### config.mk
export PLATFORM = sky130hd
export DESIGN_NAME = uart_tx_frame_ctrl
export DESIGN_NICKNAME = d
export VERILOG_FILES = /design/src/rtl/uart_tx_frame_ctrl.sv
export SDC_FILE = /design/constraint.sdc
export NUM_CORES = 1
export LEC_CHECK = 0
export CAP_MARGIN = 10
export CORE_MARGIN = 2
export CORE_UTILIZATION = 54
export DETAILED_ROUTE_END_ITERATION = 6
export GPL_TIMING_DRIVEN = 0
export PLACE_DENSITY = 0.82
export SLEW_MARGIN = 10
export SYNTH_ARGS = -nofsm -noshare
export SYNTH_HDL_FRONTEND = slang
export SYNTH_SLANG_ARGS = --single-unit
### constraint.sdc
create_clock -name CLK_PAR -period 3 [get_ports CLK_PAR]
set_input_delay 0.3 -clock CLK_PAR [delete_from_list [all_inputs] [get_ports CLK_PAR]]
set_output_delay 0.3 -clock CLK_PAR [all_outputs]
set_load 0.1 [all_outputs]
### src/rtl/uart_tx_frame_ctrl.sv
// UART TX framing stage: serialises start, LSB-first data, optional parity and stop bits.
// TX_OUT and busy are registered from the next-state decode, so they follow an accept by one cycle.
module uart_tx_frame_ctrl #(
    parameter int DATA_SIZE    = 8,
    parameter int CLKS_PER_BIT = 1
) (
    input  logic                 CLK_PAR,
    input  logic                 RST_PAR,
    input  logic [DATA_SIZE-1:0] P_DATA_SER,
    input  logic                 Data_valid_SER,
    input  logic                 PAR_EN_SER,
    input  logic                 par_bit_SER,
    output logic                 TX_OUT,
    output logic                 busy,
    output logic [2:0]           dbg_state
);

    // Handshake: a word is taken on any edge where Data_valid_SER=1 and the FSM is IDLE;
    // busy=1 tells the source that Data_valid_SER is ignored until busy drops again.

    localparam int TW = $clog2(CLKS_PER_BIT) + 1;
    localparam int BW = (DATA_SIZE > 1) ? $clog2(DATA_SIZE) : 1;
    localparam logic [TW-1:0] LAST_TICK = TW'(CLKS_PER_BIT - 1);
    localparam logic [BW-1:0] LAST_BIT  = BW'(DATA_SIZE - 1);

    typedef enum logic [2:0] {
        S_IDLE   = 3'd0,
        S_START  = 3'd1,
        S_DATA   = 3'd2,
        S_PARITY = 3'd3,
        S_STOP   = 3'd4
    } state_t;

    state_t               state_q, state_d;
    logic [TW-1:0]        tick_q, tick_d;
    logic [BW-1:0]        bit_q, bit_d;
    logic [DATA_SIZE-1:0] shreg_q, shreg_d;
    logic                 par_en_q, par_en_d;
    logic                 par_q, par_d;
    logic                 tx_d, busy_d;
    logic                 last_tick;
    logic                 bit_end;

    always_ff @(posedge CLK_PAR or negedge RST_PAR) begin
        if (!RST_PAR) begin
            state_q  <= S_IDLE;
            tick_q   <= '0;
            bit_q    <= '0;
            shreg_q  <= '0;
            par_en_q <= 1'b0;
            par_q    <= 1'b0;
            TX_OUT   <= 1'b1;
            busy     <= 1'b0;
        end else begin
            state_q  <= state_d;
            tick_q   <= tick_d;
            bit_q    <= bit_d;
            shreg_q  <= shreg_d;
            par_en_q <= par_en_d;
            par_q    <= par_d;
            TX_OUT   <= tx_d;
            busy     <= busy_d;
        end
    end

    always_comb begin
        state_d   = state_q;
        tick_d    = tick_q;
        bit_d     = bit_q;
        shreg_d   = shreg_q;
        par_en_d  = par_en_q;
        par_d     = par_q;
        tx_d      = 1'b1;
        busy_d    = 1'b0;
        bit_end   = 1'b0;
        last_tick = (tick_q == LAST_TICK);

        case (state_q)
            S_IDLE: begin
                if (Data_valid_SER) begin
                    state_d  = S_START;
                    shreg_d  = P_DATA_SER;
                    par_en_d = PAR_EN_SER;
                end
            end
            S_START: begin
                // Parity calculator registered the accepted word on the accept edge.
                if (tick_q == '0) par_d = par_bit_SER;
                if (last_tick) begin
                    state_d = S_DATA;
                    bit_d   = '0;
                end
            end
            S_DATA: begin
                if (last_tick) begin
                    if (bit_q == LAST_BIT) begin
                        state_d = par_en_q ? S_PARITY : S_STOP;
                    end else begin
                        bit_d   = bit_q + BW'(1);
                        shreg_d = shreg_q >> 1;
                        bit_end = 1'b1;
                    end
                end
            end
            S_PARITY: begin
                if (last_tick) state_d = S_STOP;
            end
            S_STOP: begin
                if (last_tick) state_d = S_IDLE;
            end
            default: state_d = S_IDLE;
        endcase

        if ((state_d != state_q) || bit_end) tick_d = '0;
        else if (state_q != S_IDLE)          tick_d = tick_q + TW'(1);

        case (state_d)
            S_START:  tx_d = 1'b0;
            S_DATA:   tx_d = shreg_d[0];
            S_PARITY: tx_d = par_d;
            default:  tx_d = 1'b1;
        endcase
        busy_d = (state_d != S_IDLE);
    end

    assign dbg_state = state_q;

endmodule
==> metrics.txt <==
status completed; TNS Setup 0 ns; CTS buffer count 3; WL per Instance 13.5 um; yosys warns 0; MaxCap Viol Count 0; Final Hold Violating Endpoints 0; Highest Clock Rate 447 MHz; Avg Inst Size Synth between 10 and 15 um2; min Tclk post-route 2.24 ns; PD cells between 1000 and 1500 nW/um2; Skew-Pair Late Insertion Delay approximately 0.29 ns; CTS tree yes; VDD IR max ~0.63 mV; Sink Count 19; Setup-failing EPs final 0; GR peak layer met2; Clock Skew about 0.0025 ns; DRT Wirelength roughly 1.6 mm; met2 Usage GRT roughly 26%; Max FO, Critical Path 1; post-CTS setup buffer count 0; dominant synthesized flop cell dfrtp_1; Max stage delay on crit path ~1.1 ns; initial core utilization between 50% and 60%; layout cells sized above 1 between 10% and 20%; max-slew violation count 0; worst-path cell chain clkdlybuf4s50_1; Die W 46.0 um; remaining global-route overflow 0; Placer Congestion roughly 0.87; gr usage total a little under a fifth; Distinct cells, synth 32; met1 Resource Use GR about a quarter; via count of the first global-routing pass approximately 630; die area about 2100 um2; Seq/Total Area, Yosys about 50%; FFs w/ async S/R, synth between 90% and 100%; FF+latch count, synth 19; FP Rows 15; Worst Path Required 2.70 ns; routed vias around 700; critical path endpoint category output pin; crit path kind reg -> out; Layout fillers approximately 140; clk buf depth 2; slowest stage cell, crit path clkdlybuf4s50_1; first-pass GRT wire length ~2.7 mm; I/O pin count 18; Port Buffers 17; Max-Slew Margin vs Limit between 30% and 40%; Static Leak 0.000575 uW; unrepaired setup endpoints after global routing no; syn nets 99; M3 GR Usage ~4.0%; arrival time worst endpoint approximately 1.9 ns; most common cell after layout, fill and taps aside dfrtp_1; Layout area overhead 23.0%; Clock Pin Slew Worst Setup and Hold Paths 0.10 ns; antenna violations before repair 0; Die Ht ~46 um; CP bufs+invs 1; Final Cycle Share between 70% and 80%; TritonRoute pass-1 iters 4; final worst slack between 0.7 and 0.8 ns; htree depth 1; Post-Place Setup Slack between 1 and 1.5 ns; Hold Crit Class in -> async; Startpoint Class register; hold-fix buffers at CTS 0; core region area ~1700 um2; DR iter-0 viols 10; cts repair resizes 0; Syn Std Cell Area 953 um2; commonest cells after routing, fill and taps aside dfrtp_1, clkdlybuf4s50_1, nand2_1; Vias/cell 5.91; Final ANT Viol Nets 0; number of flops mapped to enable cells by yosys 0; Residual DRC 0; largest net degree at the start of global routing 20; kind of cell adding the most delay to the critical path buffers and inverters; dpl hpwl 1.23 mm; Worst Tran Pin Value between 0.9 and 1 ns; cells after synthesis 84; Root Buffer clkbuf_4; ANT cells 0; Final Net Count roughly 120
## per-layer routing
metal  part of all wire (%)  vias up  wire length (um)
met4                    2.8        0                46
met5                      0        -                 0
met3                    6.5        4               107
met1                     44      341               722
li1                       -      347                 -
met2                     47       29               771
## metrics by stage
step                      hold WS, ns  util, %  instance area [um2]  std cells  total power (uW)
after floorplan               0.00441        -                  953         84              1060
after global placement          0.459     67.8                 1140        118              1200
after detailed placement        0.467     67.8                 1140        118              1230
after CTS                       0.494     69.4                 1170        122              1350
after global routing            0.511     69.4                 1170        122              1430
final                           0.476     69.4                 1170        122              1340
## cell usage after synthesis, types with 3 or more instances
library cell	count	area share, %
a21o_1	6	4.7
a22o_1	6	5.5
buf_2	3	1.6
dfrtp_1	18	47
inv_1	4	1.6
mux2i_1	3	3.1
nand2_1	8	3.1
nor2_1	5	2.0
o21ai_0	3	1.6
## registers in the layout, summed over array words and instances, names as in the netlist
register,flops
TX_OUT,1
bit_q,3
busy,1
dbg_state,3
par_en_q,1
par_q,1
shreg_q,8
tick_q,1
## cell families after synthesis
family | share of synthesized area (%)
adder cells (fa/ha/maj) | 2.62
AND/OR/NAND/NOR | 19.0
multiplexers | 4.33
AO/OA/AOI/OAI | 18.5
buffers and inverters | 5.51
flip-flops | 50.0
## report_power, final
part	switching (uW)	internal (uW)
Clock	75.8	49.5
Sequential	55.4	374
Combinational	489	300
## path summary, 6_finish.rpt
kind | cells past startpoint | end | from | slack [ns]
setup / recovery | 1 | TX_OUT | TX_OUT | 0.76
hold / removal | 1 | busy | RST_PAR | 0.48
setup reg to reg | 6 | busy | bit_q[0] | 1.03
hold reg to reg | 1 | shreg_q[3] | shreg_q[3] | 0.49
max in group asynchronous | 1 | par_q | RST_PAR | 2.02
min in group CLK_PAR | 1 | shreg_q[3] | shreg_q[3] | 0.49
## cell type report
class	instances	area [um2]	area share, %
buffer	5	37.5	3.20
clock buffer	3	22.5	1.92
clock inverter	1	5.00	0.427
inverter	4	15.0	1.28
multi-input combinational	56	424	36.2
sequential	19	477	40.7
tap	17	21.3	1.81
timing repair buffer	17	170	14.5
(Power assumes the default switching activity.)
